File: config.mk
export PLATFORM = sky130hd
export DESIGN_NAME = stg_game_ctrl
export DESIGN_NICKNAME = d
export VERILOG_FILES = /design/src/rtl/stg_pkg.sv /design/src/rtl/stg_edge_det.sv /design/src/rtl/stg_game_ctrl.sv
export SDC_FILE = /design/constraint.sdc
export NUM_CORES = 1
export LEC_CHECK = 0
export CAP_MARGIN = 20
export CORE_ASPECT_RATIO = 1.1
export CORE_MARGIN = 2
export CORE_UTILIZATION = 53
export CTS_BUF_LIST = sky130_fd_sc_hd__clkbuf_16
export DETAILED_ROUTE_END_ITERATION = 12
export PLACE_DENSITY = 0.8
export SLEW_MARGIN = 20
export SYNTH_ARGS = -nofsm -noshare
export SYNTH_HDL_FRONTEND = slang
export SYNTH_SLANG_ARGS = --single-unit
File: constraint.sdc
create_clock -name clk -period 2.26 [get_ports clk]
set_clock_uncertainty 0.05 [all_clocks]
set_input_delay 0.452 -clock clk [delete_from_list [all_inputs] [get_ports clk]]
set_output_delay 0.452 -clock clk [all_outputs]
set_load 0.02 [all_outputs]
File: src/rtl/stg_pkg.sv
// Shared state encodings for the shoot-'em-up game controller.
package stg_pkg;

    typedef enum logic [3:0] {
        ST_INIT     = 4'b0000,
        ST_START    = 4'b0001,
        ST_PLAY     = 4'b0010,
        ST_PAUSE    = 4'b0011,
        ST_BOMB     = 4'b0110,
        ST_HIT      = 4'b1010,
        ST_SUCCESS  = 4'b1000,
        ST_GAMEOVER = 4'b1001
    } state_t;

    function automatic logic is_shielded(state_t s);
        return (s == ST_HIT) || (s == ST_BOMB);
    endfunction

endpackage

File: src/rtl/stg_edge_det.sv
// Rising-edge detector for a raw level button; held levels fire once.
module stg_edge_det (
    input  logic clk,
    input  logic rst,
    input  logic level,
    output logic rise
);

    logic prev;

    always_ff @(posedge clk) begin
        if (rst) prev <= 1'b0;
        else     prev <= level;
    end

    assign rise = level & ~prev;

endmodule

File: src/rtl/stg_game_ctrl.sv
// Game flow controller: lives, bombs, timed hit/bomb shields.
// Optional pause feature enabled by defining STG_PAUSE_EN.
module stg_game_ctrl
    import stg_pkg::*;
#(
    parameter int LIFE_W    = 4,
    parameter int LIFE_INIT = 3,
    parameter int BOMB_INIT = 3,
    parameter int T_W       = 32,
    parameter int T_INIT    = 20000000,
    parameter int T_HIT     = 20000000,
    parameter int T_BOMB    = 40000000
) (
    input  logic              clk,
    input  logic              hard_reset,
    input  logic              enter,
    input  logic              bomb,
    input  logic              pause,
    input  logic              collision,
    input  logic              die,
    output logic [LIFE_W-1:0] num_life,
    output logic [LIFE_W-1:0] num_bomb,
    output logic [3:0]        game_state,
    output logic              game_en,
    output logic              game_reset,
    output logic              invincible
);

    localparam logic [LIFE_W-1:0] L_INIT = LIFE_W'(LIFE_INIT);
    localparam logic [LIFE_W-1:0] B_INIT = LIFE_W'(BOMB_INIT);

    if (LIFE_INIT >= (1 << LIFE_W) || BOMB_INIT >= (1 << LIFE_W)) begin : g_bad_init
        $error("LIFE_INIT/BOMB_INIT do not fit in LIFE_W bits");
    end

    logic enter_r;
    logic bomb_r;
    logic pause_r;

    stg_edge_det u_enter (.clk(clk), .rst(hard_reset), .level(enter), .rise(enter_r));
    stg_edge_det u_bomb  (.clk(clk), .rst(hard_reset), .level(bomb),  .rise(bomb_r));

`ifdef STG_PAUSE_EN
    stg_edge_det u_pause (.clk(clk), .rst(hard_reset), .level(pause), .rise(pause_r));
`else
    logic unused_pause;
    assign unused_pause = pause;
    assign pause_r      = 1'b0;
`endif

    state_t            state, state_n;
    logic [T_W-1:0]    timer, timer_n;
    logic [LIFE_W-1:0] life_n, bombs_n;
    logic              en_n, grst_n;

    always_ff @(posedge clk) begin
        if (hard_reset) begin
            state      <= ST_INIT;
            timer      <= T_W'(T_INIT);
            num_life   <= L_INIT;
            num_bomb   <= B_INIT;
            game_en    <= 1'b0;
            game_reset <= 1'b0;
        end else begin
            state      <= state_n;
            timer      <= timer_n;
            num_life   <= life_n;
            num_bomb   <= bombs_n;
            game_en    <= en_n;
            game_reset <= grst_n;
        end
    end

    always_comb begin
        state_n = state;
        timer_n = timer;
        life_n  = num_life;
        bombs_n = num_bomb;
        en_n    = game_en;
        grst_n  = 1'b0;
        unique case (state)
            ST_INIT: begin
                if (timer == '0) state_n = ST_START;
                else             timer_n = timer - 1'b1;
            end
            ST_START: begin
                if (enter_r) begin
                    grst_n  = 1'b1;
                    en_n    = 1'b1;
                    state_n = ST_PLAY;
                end
            end
            ST_PLAY: begin
                if (die) begin
                    en_n    = 1'b0;
                    state_n = ST_SUCCESS;
                end else if (collision) begin
                    if (num_life == '0) begin
                        en_n    = 1'b0;
                        state_n = ST_GAMEOVER;
                    end else begin
                        life_n  = num_life - 1'b1;
                        timer_n = T_W'(T_HIT);
                        state_n = ST_HIT;
                    end
                end else if (bomb_r && num_bomb != '0) begin
                    bombs_n = num_bomb - 1'b1;
                    timer_n = T_W'(T_BOMB);
                    state_n = ST_BOMB;
                end else if (pause_r) begin
                    en_n    = 1'b0;
                    state_n = ST_PAUSE;
                end
            end
            // Shielded: collision ignored; a bomb may extend a hit shield.
            ST_HIT, ST_BOMB: begin
                if (die) begin
                    en_n    = 1'b0;
                    state_n = ST_SUCCESS;
                end else if (state == ST_HIT && bomb_r && num_bomb != '0) begin
                    bombs_n = num_bomb - 1'b1;
                    timer_n = T_W'(T_BOMB);
                    state_n = ST_BOMB;
                end else if (timer == '0) begin
                    state_n = ST_PLAY;
                end else begin
                    timer_n = timer - 1'b1;
                end
            end
`ifdef STG_PAUSE_EN
            ST_PAUSE: begin
                if (pause_r) begin
                    en_n    = 1'b1;
                    state_n = ST_PLAY;
                end
            end
`endif
            ST_SUCCESS, ST_GAMEOVER: begin
                if (enter_r) begin
                    life_n  = L_INIT;
                    bombs_n = B_INIT;
                    timer_n = '0;
                    grst_n  = 1'b1;
                    en_n    = 1'b0;
                    state_n = ST_START;
                end
            end
            default: state_n = ST_INIT;
        endcase
    end

    assign game_state = state;
    assign invincible = is_shielded(state);

endmodule

# After elaboration in Yosys (flattened, before gate mapping)
# Cells that the tools add are included.
dict set report totals {
  regBits 48
  in_bits 7
  out_inout_bits 15
  word_cells 99
}
dict set report op_classes {
  n_addsub 3
  n_eq_ne 23
  mux 39
  n_bitwise 5
  n_reduce_logical 21
}
# op count
set op_table {}
lappend op_table {{2-to-1 mux 32 bit} 8}
lappend op_table {{one-hot mux 32 bit (4 select lines)} 1}
lappend op_table {{2-to-1 mux 4 bit} 18}
lappend op_table {{logical NOT 32 bit} 1}
lappend op_table {{subtractor 32 x 1 -> 32 bit (second input constant)} 1}
lappend op_table {{inequality test 2 bit (second input constant)} 11}
lappend op_table {{one-hot mux 4 bit (5 select lines)} 1}
lappend op_table {{== test 4 bit (second input constant)} 3}
lappend op_table {{inequality test 3 bit (second input constant)} 4}
lappend op_table {{one-hot mux 4 bit (3 select lines)} 1}
lappend op_table {{AND reduction 6 bit} 2}
lappend op_table {{nonzero test 4 bit} 3}
lappend op_table {{AND reduction 5 bit} 2}
lappend op_table {{logical NOT 4 bit} 2}
lappend op_table {{inequality test 4 bit (second input constant)} 2}
lappend op_table {{one-hot mux 4 bit (2 select lines)} 1}
lappend op_table {{subtractor 4 x 1 -> 4 bit (second input constant)} 2}
lappend op_table {{2-to-1 mux 1 bit} 7}
lappend op_table {{AND reduction 7 bit} 1}
lappend op_table {{OR reduction 2 bit} 3}
lappend op_table {{== test 4 x 1 -> 1 bit (second input constant)} 1}
lappend op_table {{== test 4 x 2 -> 1 bit (second input constant)} 1}
lappend op_table {{== test 4 x 3 -> 1 bit (second input constant)} 1}
lappend op_table {{one-hot mux 1 bit (4 select lines)} 1}
lappend op_table {{8 further kinds} 13}

# Depth between registers and ports, before layout
# Gate-level depths: netlist of the first run.
dict set report depth {
  ltp_word 7
  mapped_depth 9
}

# Modules after synthesis
# A second synthesis of the first run with hierarchy kept.
dict set report hier_totals {
  cells_unflattened 345
  hier_area_um2 2798.9
}
# module instances cells_per_inst area_each_um2
set modules_own_cells {}
lappend modules_own_cells {stg_game_ctrl 1 339 2703.8}
lappend modules_own_cells {stg_edge_det 2 3 47.5}

# Least setup slack after synthesis of the first run
# Ideal clock, no wire load.
dict set report synth_timing {
  path_kind {register -> register}
  start {register num_bomb[0]}
  end {register timer[0]}
  setup_time_ps 128
  arrival_ps 2208
  slack_ps -125
  stages_incl_launch_ff 9
  n_path_buf 1
  synth_period_minus_slack_ps 2385
  path_cell_list {dfxtp_1 inv_1 ha_1 or3b_2 nand2_1 a311o_1 a21oi_1 clkbuf_1 nor2_1}
}
dict set report synth_between {
  elab_chain_cells 5
  elab_cells_between_ends 8
}
# item line
set synth_rtl {}
lappend synth_rtl {{start, declared} stg_game_ctrl.sv:22} ;# output logic [LIFE_W-1:0] num_bomb,
lappend synth_rtl {{start signal, assigned} stg_game_ctrl.sv:68} ;# num_bomb <= bombs_n;
lappend synth_rtl {{nonzero test 4 bit *} {stg_game_ctrl.sv:106, stg_game_ctrl.sv:120}}
lappend synth_rtl {{logical AND 1 bit} stg_game_ctrl.sv:120} ;# end else if (state == ST_HIT && bomb_r && num_bomb != '0) begin
lappend synth_rtl {{2-to-1 mux 32 bit} stg_game_ctrl.sv:120}
lappend synth_rtl {{2-to-1 mux 32 bit} stg_game_ctrl.sv:117} ;# if (die) begin
lappend synth_rtl {{one-hot mux 32 bit (4 select lines)} stg_game_ctrl.sv:81} ;# unique case (state)
lappend synth_rtl {{end signal, assigned} stg_game_ctrl.sv:59} ;# timer <= T_W'(T_INIT);
lappend synth_rtl {{end signal, assigned} stg_game_ctrl.sv:66} ;# timer <= timer_n;
lappend synth_rtl {{end, declared} stg_game_ctrl.sv:52} ;# logic [T_W-1:0] timer, timer_n;
# Every way passes the cells marked *; elsewhere a longest branch is shown, timed or not. The select of a mux whose other input is x is not followed.
# A chain may end at the register's enable or synchronous reset.

# Final worst setup path of the first run
dict set report layout_timing {
  start {register timer[29]}
  end {register timer[21]}
}
dict set report layout_between {
  elab_chain_cells 5
}
# item line
set layout_rtl {}
lappend layout_rtl {{logical NOT 32 bit *} {stg_game_ctrl.sv:83, stg_game_ctrl.sv:124}}
lappend layout_rtl {{2-to-1 mux 32 bit *} -}
lappend layout_rtl {{2-to-1 mux 32 bit (2 in a row)} -}
lappend layout_rtl {{one-hot mux 32 bit (4 select lines) *} -}
# Marked as above.

==> results of run 1 <==
==> critical path: stages, from the launching register on <==
cell and delay, ns:
dfxtp_1 0.34, or4_4 0.53, nand2b_4 0.16, buf_4 0.15, o31ai_1 0.47, nor3_1 0.15
nor3_1 0.25, nor3b_1 0.12
==> kinds of logic (layout without fill, tap and decap cells) <==
group / Yosys count / count (layout) / share of synthesized area [%]
mux: 2 / 2 / 0.712
fa+ha+maj: 5 / 5 / 2.22
xor+xnor: 9 / 9 / 2.80
compound gates: 100 / 100 / 23.4
flops: 48 / 48 / 34.2
buf+inv: 27 / 125 / 4.09
simple gates: 163 / 163 / 32.6
==> metrics by stage <==
| step | hold WS (ns) | util [%] | std cells |
|---|---|---|---|
| floorplan | 0.392 | - | 354 |
| global placement | 0.412 | 71.8 | 498 |
| detailed placement | 0.431 | 71.8 | 498 |
| CTS | 0.439 | 74.9 | 504 |
| global route | 0.464 | 78.3 | 510 |
| finish | 0.434 | 78.3 | 510 |
==> routing by layer <==
layer | vias to the layer above | wire length, um | GRT usage (%)
met4 | 0 | 180 | 11.1
li1 | 1537 | - | -
met2 | 142 | 4120 | 46.1
met1 | 1524 | 3520 | 34.1
met3 | 20 | 523 | 5.14
met5 | - | 0 | 0
==> state kept, by name, summed over array words and instances (netlist names) <==
register      count
timer            32
game_reset        1
num_bomb          4
game_en           1
num_life          4
u_bomb.prev       1
u_enter.prev      1
game_state        4
==> power breakdown <==
group | leakage [nW] | internal [mW] | switching [mW]
clock | 0.0616 | 0.392 | 0.298
combinational | 1.13 | 1.31 | 1.42
sequential | 0.395 | 1.04 | 0.174
==> how the worst max path moves through the flow <==
stage	depth (start not counted)	end	startpoint
6_report	7	timer[21]$_SDFFE_PP1P_	timer[29]$_SDFFE_PP0P_
5_1_grt	7	timer[21]$_SDFFE_PP1P_	timer[29]$_SDFFE_PP0P_
4_1_cts	7	timer[19]$_SDFFE_PP0P_	timer[5]$_SDFFE_PP0P_
3_5_place_dp	7	game_state[0]$_SDFFE_PP0P_	bomb
3_3_place_gp	7	game_state[0]$_SDFFE_PP0P_	bomb
2_1_floorplan	8	game_state[0]$_SDFFE_PP0P_	game_state[0]$_SDFFE_PP0P_
==> cells in the final DEF, fill, tap and decap left out, types with 3 or more instances in the layout <==
cell type,instances
nor3_1,15
xor2_1,4
buf_4,84
and2_1,6
inv_1,14
o31ai_1,7
dfxtp_2,6
nand2b_1,7
or4_4,4
clkbuf_16,5
xnor2_1,5
a21o_1,3
a31oi_1,7
a21oi_1,21
nor2_1,24
clkdlybuf4s50_1,19
ha_1,5
nand2_1,29
nand4_1,8
or4_1,7
a21oi_2,4
o211ai_1,8
nand4b_1,3
or3_1,10
o311ai_1,3
nor4_2,3
nor2b_1,3
o21ai_0,21
a211oi_1,4
o22ai_1,3
dfxtp_1,42
nand3_1,12
and3_1,5
nor4_1,4
==> timing repair <==
action,in CTS,in global routing
gates resized for setup,9,34
setup buffers,1,6
pin swaps,2,11
endpoints found under the setup margin,22,35
==> area by class of cell <==
class                      count  area, sq um  area share (%)
sequential                    48          968            24.4
clock buffer                   5          125            3.15
inverter                      14         52.6            1.32
multi-input combinational    279         1900            47.8
timing repair buffer         106          852            21.5
tap                           58         72.6            1.83
==> results.md, run 1 <==
- Worst setup SP type: flip-flop
- Area Overhead vs Synth: 41.0%
- Total congestion overflow: 0
- Slew HR: 64.1%
- Synth Warn #: 0
- Layout Nets: 466
- Synth top cells by count: dfxtp_1, nand2_1, a21oi_1, nor2_1, o21ai_0
- Clock latency on the worst-skew pair: 0.29 ns
- Placer Congestion: 0.924
- Via-to-Cell Ratio: 6.32
- Finished Cell Area: 3970 sq um
- Crit path capture type: flip-flop
- WS Path Type: reg2reg
- Post-route minimum period: 2.34 ns
- R2R depth: 7
- Ant diodes: 0
- Crit path max fanout: 4
- Pwr Density: 1170 nW/um^2
- FP Rows: 27
- First-pass GRT wire length: 12,800 um
- Most numerous cell in the Yosys netlist: dfxtp_1
- CTS hold repair buffers: 0
- Routed Antenna Nets: 0
- Yosys top cell area share: 34.2%
- DR vias: 3,223
- Area of the core: 5070 sq um
- RSZ-0062 raised after global routing: yes
- Vias in the first global route: 2,888
- Avg Cell Area, Syn: 7.95 sq um
- Number of setup violations in the final report: 4
- # H-tree levels: 2
- Post-DP Area: 3640 sq um
- R2R Path End: timer[21]$_SDFFE_PP1P_
- DIE WIDTH: 73.5 um
- Pre-CTS WS: -0.240 ns
- Hold Path Sink: timer[31]$_SDFFE_PP0P_
- Initial core utilization: 55.5%
- Die height: 80.4 um
- Cell Area, Synth: 2810 sq um
- Initial antenna violation count: 0
- VDD IR max: 0.000746 V
- Tot GR Track Use: 27.5%
- P_leak: 1.59 nW
- Violated checks: negative setup slack
- Area leader, netlist: dfxtp_1
- Post-synth EDFFs: 0
- Ys flop type: dfxtp_1
- Final period util: 104%
- Synth area leaders: dfxtp_1, a21oi_1, nand2_1
- Post-DP HPWL: 5820 um
- FF-to-FF Start: timer[29]$_SDFFE_PP0P_
- IO Pins: 22
- Final wirelength: 8350 um
- CP Data Arrival Time: 2.45 ns
- Hold Crit Start: timer[31]$_SDFFE_PP0P_
- Fin Setup TNS: -0.201 ns
- Register-to-register path setup slack: -0.08 ns
- Yosys reg bits: 48
- Worst Tran Pin Value: 0.538 ns
- Clock sink count: 48
- # port buffers: 20
- Fill cells: 349
- Synth Instances: 354
- Largest net degree at the start of global routing: 16
- CP required: 2.37 ns
- Yosys cell types: 52
- Sequential element share of the synthesized area: 34.2%
- Full die area: 5910 sq um
- Layout cell share with drive strength beyond 1: 29.9%
- Wirelength per Cell: 16.4 um
- Max Cap Viol: 0
- Clk slew on worst S/H paths: 0.06 ns
- CTS tree: done
- DRT iter0 DRCs: 367
- Post-Syn Nets: 366
- TritonRoute pass-1 iters: 5
- Pins over their slew limit: 0
- DRC: 0
- Peak Freq: 427 MHz
- Status: complete, but fails checks
- Worst hold path class: reg2reg
- Hold Crit Depth: 2
- Final Hold Fails: 0
- Clk buf depth: 2
- Root Driver: clkbuf_16
- Worst Setup Slack, final: -0.0844 ns
- Pwr Total: 4.64 mW
- Synth async-reset ratio: 0%
- CTS Buf Count: 5
Power figures use the tool's default switching activity.
==> run 2: changes to the inputs <==
--- a/config.mk
+++ b/config.mk
@@ -11,7 +11,7 @@
 export CORE_UTILIZATION = 53
 export CTS_BUF_LIST = sky130_fd_sc_hd__clkbuf_16
 export DETAILED_ROUTE_END_ITERATION = 12
-export PLACE_DENSITY = 0.8
+export PLACE_DENSITY = 0.81
 export SLEW_MARGIN = 20
 export SYNTH_ARGS = -nofsm -noshare
 export SYNTH_HDL_FRONTEND = slang
==> constraint.sdc (replaced) <==
create_clock -name clk -period 2 [get_ports clk]
set_clock_uncertainty 0.05 [all_clocks]
set_input_delay 0.4 -clock clk [delete_from_list [all_inputs] [get_ports clk]]
set_output_delay 0.4 -clock clk [all_outputs]
set_load 0.02 [all_outputs]
==> results.md, run 2 <==
- Yosys top cell area share: 34.2% (unchanged)
- Synth area leaders: dfxtp_1, a21oi_1, nand2_1 (unchanged)
- Avg Cell Area, Syn: 7.95 sq um (unchanged)
- CTS hold repair buffers: 0 (unchanged)
- Yosys cell types: 52 (unchanged)
- Most numerous cell in the Yosys netlist: dfxtp_1 (unchanged)
- # H-tree levels: 2 (unchanged)
- Simple-Gate Fraction of Synth Area: 32.6% (unchanged)
- Yosys reg bits: 48 (unchanged)
- Synth async-reset ratio: 0% (unchanged)
- Initial core utilization: 55.5% (unchanged)
- Post-synth EDFFs: 0 (unchanged)
- Cell Area, Synth: 2810 sq um (unchanged)
- Post-DP HPWL: 6680 um (was 5820 um)
- Synth Warn #: 0 (unchanged)
- IO Pins: 22 (unchanged)
- Ys flop type: dfxtp_1 (unchanged)
- Adder-Cell Fraction of Synth Area: 2.22% (unchanged)
- XOR/XNOR Fraction of Synth Area: 2.80% (unchanged)
- Placer Congestion: 0.950 (was 0.924)
- Clk buf depth: 2 (unchanged)
- Area leader, netlist: dfxtp_1 (unchanged)
- Status: did not finish (was complete, but fails checks)
- Synth top cells by count: dfxtp_1, nand2_1, a21oi_1, nor2_1, o21ai_0 (unchanged)
- FP Rows: 27 (unchanged)
- Last stage: 5_1_grt
- Clock sink count: 48 (unchanged)
- Largest net degree at the start of global routing: 18
- Root Driver: clkbuf_16 (unchanged)
- Die height: 80.4 um (unchanged)
- Largest family of logic cells by synthesized area: simple AND/OR/NAND/NOR gates (unchanged)
- Mux contribution to synthesized area: 0.712% (unchanged)
- # port buffers: 20 (unchanged)
- Worst endpoint type: register input
- CTS Buf Count: 5 (unchanged)
- Worst setup endpoint GRT: timer[29]$_SDFFE_PP0P_/D
- Stop err: [ERROR DPL-0038] Utilization greater than 100%, impossible to legalize
- DIE WIDTH: 73.5 um (unchanged)
- Sequential element share of the synthesized area: 34.2% (unchanged)
- Synth Instances: 354 (unchanged)
- Post-Syn Nets: 366 (unchanged)
- Synth Area in Compound Gates: 23.4% (unchanged)
run 2: cell counts after synthesis:
No cell type changed its count.
run 2: cells by family after synthesis:
family | after synthesis
AOI/OAI and AO/OA | 100
muxes | 2
adders and majority gates | 5
and+or+nand+nor | 163
xor gates and xnor gates | 9
DFF | 48
buffers and inverters | 27
run 2: metrics by stage:
step | area (sq um) | setup WS, ns | instances | hold WS (ns)
global placement | 4040 | -0.349 | 535 | 0.442
detailed placement | 4040 | -0.396 | 535 | 0.468
CTS | 4560 | -0.200 | 561 | 0.418
floorplan | 2980 | -0.202 | 354 | 0.393
run 2: timing repair:
| action | in CTS |
|---|---|
| setup endpoints to repair | 38 |
| gates cloned | 0 |
| gates resized for setup | 72 |
| pin swaps | 35 |
| endpoints found under the hold margin | 0 |
| buffers inserted | 19 |
==> run 3: changes to the inputs <==
--- a/config.mk
+++ b/config.mk
@@ -6,12 +6,10 @@
 export NUM_CORES = 1
 export LEC_CHECK = 0
 export CAP_MARGIN = 20
-export CORE_ASPECT_RATIO = 1.1
 export CORE_MARGIN = 2
-export CORE_UTILIZATION = 53
-export CTS_BUF_LIST = sky130_fd_sc_hd__clkbuf_16
+export CORE_UTILIZATION = 40
 export DETAILED_ROUTE_END_ITERATION = 12
-export PLACE_DENSITY = 0.81
+export PLACE_DENSITY_LB_ADDON = 0.15
 export SLEW_MARGIN = 20
 export SYNTH_ARGS = -nofsm -noshare
 export SYNTH_HDL_FRONTEND = slang
==> constraint.sdc (replaced) <==
create_clock -name clk -period 2.6 [get_ports clk]
set_clock_uncertainty 0.05 [all_clocks]
set_input_delay 0.52 -clock clk [delete_from_list [all_inputs] [get_ports clk]]
set_output_delay 0.52 -clock clk [all_outputs]
set_load 0.02 [all_outputs]
==> results.md, run 3 (same netlist as run 1, synthesis figures left out) <==
- Die height: 87.9 um (was 80.4 um)
- Final wirelength: 7660 um
- Crit path depth: 8
- Peak Freq: 412 MHz
- # H-tree levels: 2 (unchanged)
- CTS hold repair buffers: 0 (unchanged)
- VDD IR max: 0.000420 V
- Worst setup SP type: flip-flop
- Multi-input logic area: 1740 sq um
- Post-DP HPWL: 5720 um (was 6680 um)
- Vias in the first global route: 2,698
- CP Data Arrival Time: 2.56 ns
- Post-route minimum period: 2.42 ns
- IO Pins: 22 (unchanged)
- Final period util: 93.3%
- Largest net degree at the start of global routing: 16
- Clk slew on worst S/H paths: 0.09 ns
- Ant diodes: 0
- Critical path's slowest cell: or3b_2
- Total congestion overflow: 0
- Via-to-Cell Ratio: 5.76
- Root Driver: clkbuf_8 (was clkbuf_16)
- Layout Nets: 414
- Pwr Density: 970 nW/um^2
- CP peak stage delay: 0.48 ns
- Post-DP Area: 3340 sq um (was 4040 sq um)
- Wirelength per Cell: 15.3 um
- Slew HR: 58.6%
- DRC: 0
- Clk buf depth: 2 (unchanged)
- Fin Setup TNS: 0 ns
- Kind of cell adding the most delay to the critical path: simple AND/OR/NAND/NOR gates
- Clock latency on the worst-skew pair: 0.30 ns
- Area Overhead vs Synth: 21.9%
- Hold Crit Depth: 2
- Layout cell share with drive strength beyond 1: 12.7%
- Pins over their slew limit: 0
- Number of setup violations in the final report: 0
- Area of the core: 6790 sq um
- Worst hold path class: reg2reg
- Most frequent cells in the layout: dfxtp_1, buf_4, nand2_1, nor2_1, a21oi_1
- Clock sink count: 48 (unchanged)
- First-pass GRT wire length: 13,000 um
- Storage element area: 961 sq um
- FP Rows: 30 (was 27)
- Status: finished, final reports clean (was did not finish)
- TritonRoute pass-1 iters: 4
- Fill cells: 692
- Initial antenna violation count: 0
- Initial core utilization: 41.4% (was 55.5%)
- Tot GR Track Use: 21.3%
- Crit path max fanout: 5
- CTS tree: done
- RSZ-0062 raised after global routing: no
- Register-to-register path setup slack: 0.18 ns
- CTS Buf Count: 5 (unchanged)
- CTS resizes: 0 (was 72)
- P_leak: 1.27 nW
- Routed Antenna Nets: 0
- Max FFs per register: 32
- Max Cap Viol: 0
- Post-CTS setup buffers: 0 (was 19)
- Worst Tran Pin Value: 0.615 ns
- Final Hold Fails: 0
- R2R depth: 8
- DRT iter0 DRCs: 205
- CP required: 2.73 ns
- # port buffers: 20 (unchanged)
- Most flop-heavy register: timer
- Crit path capture type: flip-flop
- Full die area: 7720 sq um
- Placer Congestion: 0.953 (was 0.950)
- Crit path cell chain: inv_1 > ha_1 > or3b_2 > and2_1 > a31oi_1 > nand2_1 > o311ai_0 > o31ai_1
- DR vias: 2,876
- DIE WIDTH: 87.9 um (was 73.5 um)
- WS Path Type: reg2reg
- CP bufs+invs: 1
- Most common cell after layout, fill and taps aside: dfxtp_1
- Finished Cell Area: 3430 sq um
## run 3: where the power goes
| group | total (mW) | switching, mW | internal, mW |
|---|---|---|---|
| clock network | 0.467 | 0.249 | 0.218 |
| registers | 1.05 | 0.158 | 0.897 |
| logic | 1.80 | 1.06 | 0.746 |
| total | 3.32 | 1.46 | 1.86 |
## run 3: area by class of cell
type | count | share of cell area (%)
clock buffer | 8 | 2.63
inverter | 14 | 1.53
multi-input combinational | 279 | 50.7
sequential | 48 | 28.0
tap | 96 | 3.50
timing repair buffer | 54 | 13.6
## run 3: per-stage QoR
stage	util [%]	instances	hold slack [ns]	setup slack (ns)	power, mW
4_1_cts	50.5	499	0.434	0.164	3.32
6_report	50.5	499	0.435	0.175	3.32
5_1_grt	50.5	499	0.482	0.00464	3.60
3_3_place_gp	49.1	491	0.412	0.0805	2.82
2_1_floorplan	-	354	0.392	0.215	2.21
3_5_place_dp	49.1	491	0.421	0.0427	2.85
## run 3: final timing paths
| kind | from | end |
|---|---|---|
| min | timer[31]$_SDFFE_PP0P_ | timer[31]$_SDFFE_PP0P_ |
| max | num_bomb[0]$_SDFFE_PP1P_ | timer[22]$_SDFFE_PP0P_ |
| min reg2reg | timer[31]$_SDFFE_PP0P_ | timer[31]$_SDFFE_PP0P_ |
| max reg2reg | num_bomb[0]$_SDFFE_PP1P_ | timer[22]$_SDFFE_PP0P_ |
## run 3: tightest hold or removal path: stages, from the launching register on
cell and delay (ns):
dfxtp_1 0.34, nand2_1 0.06, mux2i_1 0.05
## run 3: layer usage
layer  share of wire [%]  up-vias  track usage [%]
li1                    -     1433                -
met1                  48     1345             29.0
met2                  46       85             34.7
met3                 4.2       13             3.49
met4                 1.8        0             6.29
met5                   0        -                0
==> run 4: changes to the inputs <==
--- a/config.mk
+++ b/config.mk
@@ -7,7 +7,7 @@
 export LEC_CHECK = 0
 export CAP_MARGIN = 20
 export CORE_MARGIN = 2
-export CORE_UTILIZATION = 40
+export CORE_UTILIZATION = 50
 export DETAILED_ROUTE_END_ITERATION = 12
 export PLACE_DENSITY_LB_ADDON = 0.15
 export SLEW_MARGIN = 20
==> results.md, run 4 (same netlist as run 1, synthesis figures left out) <==
- P_int: 1.84 mW (was 1.86 mW)
- Worst Tran Pin Value: 0.555 ns (was 0.615 ns)
- Worst hold path class: reg2reg (unchanged)
- Clk buf depth: 2 (unchanged)
- WS Path Type: reg2reg (unchanged)
- TritonRoute pass-1 iters: 4 (unchanged)
- Clock latency on the worst-skew pair: 0.30 ns (about the same)
- Clock network fraction of design power: 14.3% (was 14.0%)
- Vias in the first global route: 2,731 (was 2,698)
- RSZ-0062 raised after global routing: no (unchanged)
- Tot GR Track Use: 25.1% (was 21.3%)
- Max Cap Viol: 0 (unchanged)
- Area of the core: 5470 sq um (was 6790 sq um)
- Peak Freq: 418 MHz (was 412 MHz)
- Most flop-heavy register: timer (unchanged)
- Max FFs per register: 32 (unchanged)
- DR vias: 2,838 (was 2,876)
- # H-tree levels: 2 (unchanged)
- Ant diodes: 0 (unchanged)
- Slew HR: 62.7% (was 58.6%)
- Layout Nets: 409 (was 414)
- Root Driver: clkbuf_8 (unchanged)
- CTS Buf Count: 5 (unchanged)
- Post-DP HPWL: 5560 um (was 5720 um)
- Clk slew on worst S/H paths: 0.09 ns (about the same)
- Crit path max fanout: 9 (was 5)
- Total congestion overflow: 0 (unchanged)
- Final Hold Fails: 0 (unchanged)
- Worst setup SP type: flip-flop (unchanged)
- Routed Antenna Nets: 0 (unchanged)
- IO Pins: 22 (unchanged)
- Initial antenna violation count: 0 (unchanged)
- Initial core utilization: 51.4% (was 41.4%)
- DRT iter0 DRCs: 173 (was 205)
- Fin Setup TNS: 0 ns (unchanged)
- Wirelength per Cell: 15.6 um (was 15.3 um)
- Via-to-Cell Ratio: 6.04 (was 5.76)
- Clock sink count: 48 (unchanged)
- Most frequent cells in the layout: dfxtp_1, nand2_1, buf_4, nor2_1, a21oi_1 (was dfxtp_1, buf_4, nand2_1, nor2_1, a21oi_1)
- Full die area: 6240 sq um (was 7720 sq um)
- Switching Fraction: 44.0% (about the same)
- Largest net degree at the start of global routing: 15 (was 16)
- First-pass GRT wire length: 12,600 um (was 13,000 um)
- Final period util: 92.1% (was 93.3%)
- Layout cell share with drive strength beyond 1: 12.3% (was 12.7%)
- Flop pwr share: 33.0% (was 31.7%)
- Final wirelength: 7330 um (was 7660 um)
- Finished Cell Area: 3360 sq um (was 3430 sq um)
- Pins over their slew limit: 0 (unchanged)
- VDD IR max: 0.000522 V (was 0.000420 V)
- Post-CTS setup buffers: 0 (unchanged)
- P_leak: 1.24 nW (was 1.27 nW)
- CP required: 2.79 ns (was 2.73 ns)
- Most common cell after layout, fill and taps aside: dfxtp_1 (unchanged)
- Status: finished, final reports clean (unchanged)
- DIE WIDTH: 79 um (was 87.9 um)
- Combinational share of power: 52.7% (was 54.2%)
- Crit path capture type: flip-flop (unchanged)
- DRC: 0 (unchanged)
- Sw Pwr: 1.44 mW (was 1.46 mW)
- Die height: 79 um (was 87.9 um)
- # port buffers: 20 (unchanged)
- Post-route minimum period: 2.39 ns (was 2.42 ns)
- Placer Congestion: 0.883 (was 0.953)
- CP Data Arrival Time: 2.58 ns (was 2.56 ns)
- Post-DP Area: 3260 sq um (was 3340 sq um)
- Area Overhead vs Synth: 19.4% (was 21.9%)
- FP Rows: 27 (was 30)
- Hold slack: 0.462 ns (was 0.435 ns)
- Pwr Density: 978 nW/um^2 (was 970 nW/um^2)
- Number of setup violations in the final report: 0 (unchanged)
- Utilization after layout: 61.4% (was 50.5%)
- CTS tree: done (unchanged)
-- run 4: worst max-delay path, stage by stage (launching register included) --
cell     delay (ns)
dfxtp_1        0.33
or4_1          0.62
nor2_1         0.24
o31a_1         0.20
nand2_1        0.20
or4_1          0.55
a21oi_1        0.15
-- run 4: stage by stage --
stage	power [mW]	cells	setup WS, ns
CTS	3.28	470	0.0955
global route	3.54	470	0.0434
detailed placement	2.80	462	0.00292
floorplan	2.21	354	0.215
finish	3.28	470	0.207
global placement	2.76	462	0.0523
-- run 4: metal layers --
layer  share of wire [%]  vias to the layer above  global-route usage [%]
met5                   0                        -                       0
met3                 3.6                       12                    3.98
met1                  47                     1344                    32.5
met4                 2.0                        0                    10.2
li1                    -                     1420                       -
met2                  47                       62                    41.6
-- run 4: layout make-up --
cell class / count / area, sq um
fill: 538 / 2110
multi-input combinational: 279 / 1740
sequential: 48 / 962
timing repair buffer: 49 / 418
tap: 72 / 90.1
clock buffer: 7 / 86.3
inverter: 14 / 52.6
clock inverter: 1 / 7.51
-- run 4: repair_timing --
item | CTS | global route
hold buffers | 0 | 0
gates resized for setup | 0 | 2
endpoints found under the setup margin | 0 | 8
endpoints found under the hold margin | 0 | 0
-- run 4: final timing paths --
kind                          start                     end  slack (ns)  depth (start not counted)
min          timer[31]$_SDFFE_PP0P_  timer[31]$_SDFFE_PP0P_        0.46                          2
max           timer[0]$_SDFFE_PP0P_  timer[27]$_SDFFE_PP0P_        0.21                          6
max reg2reg   timer[0]$_SDFFE_PP0P_  timer[27]$_SDFFE_PP0P_        0.21                          6
min reg2reg  timer[31]$_SDFFE_PP0P_  timer[31]$_SDFFE_PP0P_        0.46                          2
-- run 4: power groups by stage --
stage	Clock, mW	Sequential, mW	Combinational, mW
after floorplan	0	1.09	1.11
after global routing	0.510	1.11	1.92
after global placement	0	1.08	1.68
final	0.471	1.08	1.73
after detailed placement	0	1.09	1.71
after CTS	0.484	1.08	1.72
